==> src/rtl/pi_cmd_initiator.sv <==
// Pi-side initiator of the candy-dispense command interface: drives the
// state/amount codes and candy_flag, then completes a two-edge handshake.
module pi_cmd_initiator #(
  parameter int unsigned SETUP_CYC   = 4,
  parameter int unsigned TIMEOUT_CYC = 2080000,
  parameter int unsigned CNT_W       = 21
) (
  input  logic       clk,
  input  logic       rstn,
  input  logic       start,
  input  logic       abort,
  input  logic [2:0] req_state,
  input  logic [1:0] req_amount,
  input  logic       handshake_in,
  output logic [2:0] cmd_state,
  output logic [1:0] cmd_amount,
  output logic       candy_flag,
  output logic       busy,
  output logic       done,
  output logic [1:0] err_code
);

  typedef enum logic [2:0] {
    S_IDLE,
    S_SETUP,
    S_ASSERT,
    S_RELEASE,
    S_DONE,
    S_ERR
  } state_t;

  localparam logic [CNT_W-1:0] SETUP_LAST   = CNT_W'(SETUP_CYC - 1);
  localparam logic [CNT_W-1:0] TIMEOUT_LAST = CNT_W'(TIMEOUT_CYC - 1);

  localparam logic [1:0] ERR_NONE    = 2'b00;
  localparam logic [1:0] ERR_AMOUNT  = 2'b01;
  localparam logic [1:0] ERR_ACK     = 2'b10;
  localparam logic [1:0] ERR_RELEASE = 2'b11;

  state_t           state_q, state_d;
  logic [CNT_W-1:0] cnt_q, cnt_d, cnt_inc;
  logic [2:0]       cmd_state_q, cmd_state_d;
  logic [1:0]       cmd_amount_q, cmd_amount_d;
  logic             candy_flag_q, candy_flag_d;
  logic             done_q, done_d;
  logic [1:0]       err_code_q, err_code_d;
  logic [1:0]       sync_q;
  logic             hs_s;
  logic             accept;

  assign hs_s = sync_q[1];

  // Saturating so a long stale ack can never wrap back below the compare values.
  assign cnt_inc = (cnt_q == {CNT_W{1'b1}}) ? cnt_q : cnt_q + 1'b1;

  always_ff @(posedge clk) begin
    if (!rstn) begin
      state_q      <= S_IDLE;
      cnt_q        <= '0;
      cmd_state_q  <= '0;
      cmd_amount_q <= '0;
      candy_flag_q <= 1'b0;
      done_q       <= 1'b0;
      err_code_q   <= ERR_NONE;
      sync_q       <= '0;
    end else begin
      state_q      <= state_d;
      cnt_q        <= cnt_d;
      cmd_state_q  <= cmd_state_d;
      cmd_amount_q <= cmd_amount_d;
      candy_flag_q <= candy_flag_d;
      done_q       <= done_d;
      err_code_q   <= err_code_d;
      sync_q       <= {sync_q[0], handshake_in};
    end
  end

  always_comb begin
    state_d    = state_q;
    cnt_d      = cnt_inc;
    err_code_d = err_code_q;
    accept     = 1'b0;
    case (state_q)
      S_IDLE: begin
        cnt_d = '0;
        if (start) begin
          if (req_amount == 2'b11) begin
            err_code_d = ERR_AMOUNT;
          end else begin
            accept     = 1'b1;
            err_code_d = ERR_NONE;
            state_d    = S_SETUP;
          end
        end
      end
      S_SETUP: begin
        // >= lets a stale ack that clears late still proceed straight to ASSERT.
        if (abort) begin
          state_d = S_IDLE;
          cnt_d   = '0;
        end else if (!hs_s && (cnt_q >= SETUP_LAST)) begin
          state_d = S_ASSERT;
          cnt_d   = '0;
        end else if (hs_s && (cnt_q == TIMEOUT_LAST)) begin
          state_d    = S_ERR;
          err_code_d = ERR_RELEASE;
        end
      end
      S_ASSERT: begin
        if (abort) begin
          state_d = S_IDLE;
          cnt_d   = '0;
        end else if (hs_s) begin
          state_d = S_RELEASE;
          cnt_d   = '0;
        end else if (cnt_q == TIMEOUT_LAST) begin
          state_d    = S_ERR;
          err_code_d = ERR_ACK;
        end
      end
      S_RELEASE: begin
        if (abort) begin
          state_d = S_IDLE;
          cnt_d   = '0;
        end else if (!hs_s) begin
          state_d = S_DONE;
        end else if (cnt_q == TIMEOUT_LAST) begin
          state_d    = S_ERR;
          err_code_d = ERR_RELEASE;
        end
      end
      S_DONE: begin
        state_d = S_IDLE;
        cnt_d   = '0;
      end
      S_ERR: begin
        state_d = S_IDLE;
        cnt_d   = '0;
      end
      default: begin
        state_d = S_IDLE;
        cnt_d   = '0;
      end
    endcase
  end

  // Outputs are decoded from the next state so they are registered yet line up with it.
  always_comb begin
    cmd_state_d  = accept ? req_state  : cmd_state_q;
    cmd_amount_d = accept ? req_amount : cmd_amount_q;
    candy_flag_d = (state_d == S_ASSERT);
    done_d       = (state_d == S_DONE);
  end

  assign cmd_state  = cmd_state_q;
  assign cmd_amount = cmd_amount_q;
  assign candy_flag = candy_flag_q;
  assign done       = done_q;
  assign err_code   = err_code_q;
  assign busy       = (state_q != S_IDLE);

endmodule

==> config.mk <==
export PLATFORM = sky130hd
export DESIGN_NAME = pi_cmd_initiator
export DESIGN_NICKNAME = d
export VERILOG_FILES = /design/src/rtl/pi_cmd_initiator.sv
export SDC_FILE = /design/constraint.sdc
export NUM_CORES = 1
export LEC_CHECK = 0
export ABC_CLOCK_PERIOD_IN_PS = 3200
export BUFFER_PORTS_ARGS = -buffer_cell sky130_fd_sc_hd__buf_4
export CORE_MARGIN = 8
export CORE_UTILIZATION = 50
export CTS_CLUSTER_SIZE = 24
export DETAILED_ROUTE_END_ITERATION = 7
export PLACE_DENSITY = 0.8
export SLEW_MARGIN = 20
export SYNTH_ARGS = -nofsm -noshare
export SYNTH_HDL_FRONTEND = slang
export SYNTH_SLANG_ARGS = --single-unit
==> constraint.sdc <==
create_clock -name clk -period 3.2 [get_ports clk]
set_input_delay 0.48 -clock clk [delete_from_list [all_inputs] [get_ports clk]]
set_output_delay 0.48 -clock clk [all_outputs]
set_load 0.01 [all_outputs]
==> results_dict.tcl <==
set metrics [dict create \
    wl_per_cell_um 12.7 \
    critPathMaxStageDelay_ns 0.45 \
    setup-violations-final 0 \
    fmax_ghz 0.460 \
    syn-instance-count 203 \
    slew_headroom 0.535 \
    r2r_end "cnt_q[2]$_SDFF_PN0_" \
    status "completed" \
    powerDensity_nw_per_um2 386 \
    vdd_ir_drop_max_v 0.000260 \
    numPortBuffers 19 \
    skew_ns 0.0109 \
    fin_setup_tns_ns 0 \
    dieWidth_um 73.9 \
    syn_area_um2 1670 \
    wirelength_um 3410 \
    fin_util 0.575 \
    final_nets 233 \
    crit_start "cnt_q[0]$_SDFF_PN0_" \
    die_area_um2 5460 \
    path_class "reg2reg" \
    hp-class "in2reg" \
    required_ns 3.45 \
    reg2reg_slack_ns 1.03 \
    synth-seq-cells 35 \
    place_congestion 0.832 \
    instances_no_fill 269 \
    crit_chain "ha_1, nor4_1, nand4_1, o21ai_1, nand2_1, a211oi_1" \
    clk-insertion-delay-late_ns 0.34 \
    drtIter0Drc 120 \
    whs_ns 0.342 \
    ctsResizeCount 0 \
    cts_tree "yes" \
    fin_ws_ns 1.03 \
    first_pass_iters 4 \
    num_vias 1505 \
    place_worst_setup_slack_ns 1.05 \
    p_leak_nw 0.691 \
    yosysSeqAreaShare 0.419 \
    post_cts_buffers 0 \
    grt_pass1_vias 1358 \
    total_power_mw 0.730 \
    fp.dieH_um 73.9 \
    crit_path_start_kind "flip-flop" \
    critPathTopFamily "simple AND/OR/NAND/NOR gates" \
    drc 0 \
    initial_core_util 0.510 \
    antenna_found_initial 0 \
    cp-endpoint "cnt_q[2]$_SDFF_PN0_" \
    fp-row-count 21 \
    via_per_inst 5.59 \
    htreeDepth 2 \
    place_area_um2 1840 \
    critPathCaptureType "flip-flop" \
    grt_max_degree 22 \
    drive_gt1_frac 0.130 \
    timing.rr.start "cnt_q[0]$_SDFF_PN0_" \
    antenna_cells 0 \
    ys_warn_count 0 \
    maxCapViolations 0 \
    grt_first_pass_wirelength_um 5870 \
    period_share 0.679 \
    dp_hpwl_um 2540 \
    crit_buf_inv 0 \
    worst_pin_slew_ns 0.696 \
    cts_sinks 35 \
    slowest_stage "nand2_1" \
    cts_root_buf "clkbuf_4" \
    rr_worst_depth 6 \
    globalRouteOverflowTotal 0 \
    cts_hold_buf 0 \
    nFillCells 314 \
    cp_max_fo 21 \
    coreArea_um2 3280 \
    syn_to_final_growth_pct 12.9 \
    synth_fp_nets 214 \
    final_area_um2 1890 \
    crit_cells 6 \
    finalHoldViolations 0 \
    rsz0062_at_grt "no" \
    io_pins 20 \
    finalCriticalPeriod_ns 2.17 \
    dp_cells 261 \
    drtAntennaViolNets 0 \
    grt_use_total 0.138 \
    cp.arrival_ns 2.42 \
    cts_max_path_buffers 2 \
    clkTransAtPathRegs_ns 0.10 \
    syn_area_per_cell_um2 8.25 \
    synth.distinct_cells 40 \
    cts_made_buffers 5 \
    slew_violations 0 \
]
synthesized netlist by cell type (all sizes together):
library cell  instances  area (µm²)
or3                   1        6.26
or3b                  1        8.76
or4b                  1        10.0
a2bb2oi               1        8.76
nand3b                2        15.0
a31oi                 4        25.0
mux2i                 4        40.0
and3                  4        25.0
clkbuf                3        15.0
inv                   5        18.8
o221ai                1        8.76
and2                  5        31.3
nor2                 36         135
and2b                 1        10.0
o31ai                 1        7.51
dfxtp                35         701
nor4                  6        37.5
nand2                14        52.6
nand3                10        50.1
a21oi                 8        40.0
nor2b                 2        12.5
o21bai                1        7.51
o21ai                 3        15.0
ha                    1        12.5
or4                   1        7.51
and4                  6        52.6
a211oi                2        15.0
nor3                 11        60.1
xor2                  8        70.1
nand4b                2        17.5
nand4                10        62.6
nor3b                 1        7.51
o22ai                 1        6.26
buf                   4        20.0
xnor2                 6        52.6
a31o                  1        8.76
kinds of logic (layout without fill, tap and decap cells):
logic type               Yosys count  after routing  share of synthesized area
AO/OA/AOI/OAI                     23             23                     0.0852
AND/OR/NAND/NOR                  114            114                      0.359
buffers and inverters             12             32                     0.0321
XOR/XNOR                          14             14                     0.0732
adder cells (fa/ha/maj)            1              1                    0.00747
multiplexers                       4              4                     0.0239
flip-flops                        35             35                      0.419
placed cells by master (no fill, tap or decap), drive strengths merged, types with 2 or more instances in the layout:
master and n:
and2 5, inv 5, clkbuf 7, mux2i 4, nand2 14, nor3 11, nand3b 2, a31oi 4
buf 19, and4 6, nor2b 2, nor4 6, nand3 10, and3 4, nor2 36, xor2 8
dfxtp 35, o21ai 3, a211oi 2, xnor2 6, a21oi 8, nand4b 2, nand4 10
report_power, final:
group	internal [mW]	total (mW)	switching, mW
Combinational	0.0283	0.0554	0.0271
Clock	0.0855	0.223	0.137
Sequential	0.444	0.452	0.00819
worst min-delay path by stage:
stage | start | endpoint | slack (ns) | cells past startpoint
after detailed placement | sync_q[0]$_SDFF_PN0_ | sync_q[1]$_SDFF_PN0_ | 0.43 | 1
after global routing | handshake_in | sync_q[0]$_SDFF_PN0_ | 0.33 | 2
after floorplan | sync_q[0]$_SDFF_PN0_ | sync_q[1]$_SDFF_PN0_ | 0.41 | 1
after global placement | sync_q[0]$_SDFF_PN0_ | sync_q[1]$_SDFF_PN0_ | 0.42 | 1
final | handshake_in | sync_q[0]$_SDFF_PN0_ | 0.34 | 2
after CTS | handshake_in | sync_q[0]$_SDFF_PN0_ | 0.33 | 2
layer usage:
layer  vias to the layer above  part of all wire  track usage
met5                         -                 0            0
met4                         0             0.025       0.0843
met3                         8             0.048       0.0341
met2                        36              0.46        0.227
met1                       690              0.46        0.155
li1                        771                 -            -
sequential cells by signal, summed over array words and instances (netlist names):
| signal | count |
|---|---|
| candy_flag | 1 |
| cmd_amount | 2 |
| cmd_state | 3 |
| cnt_q | 21 |
| done | 1 |
| err_code | 2 |
| state_q | 3 |
| sync_q | 2 |
area by class of cell:
cell class	count	area [µm²]	share of cell area
clock buffer	7	45.0	0.0238
multi-input combinational	156	920	0.487
tap	46	57.6	0.0305
clock inverter	1	5.00	0.00265
sequential	35	701	0.371
inverter	5	18.8	0.00993
timing repair buffer	19	143	0.0755
worst register-to-register path: cells and delay by family, from the launching register on:
kind	cells	cell delay, ns
adders and majority gates	1	0.28
AOI/OAI and AO/OA	2	0.56
and+or+nand+nor	3	0.88
DFF	1	0.38
Note: power is estimated with default switching activity, not from simulation.
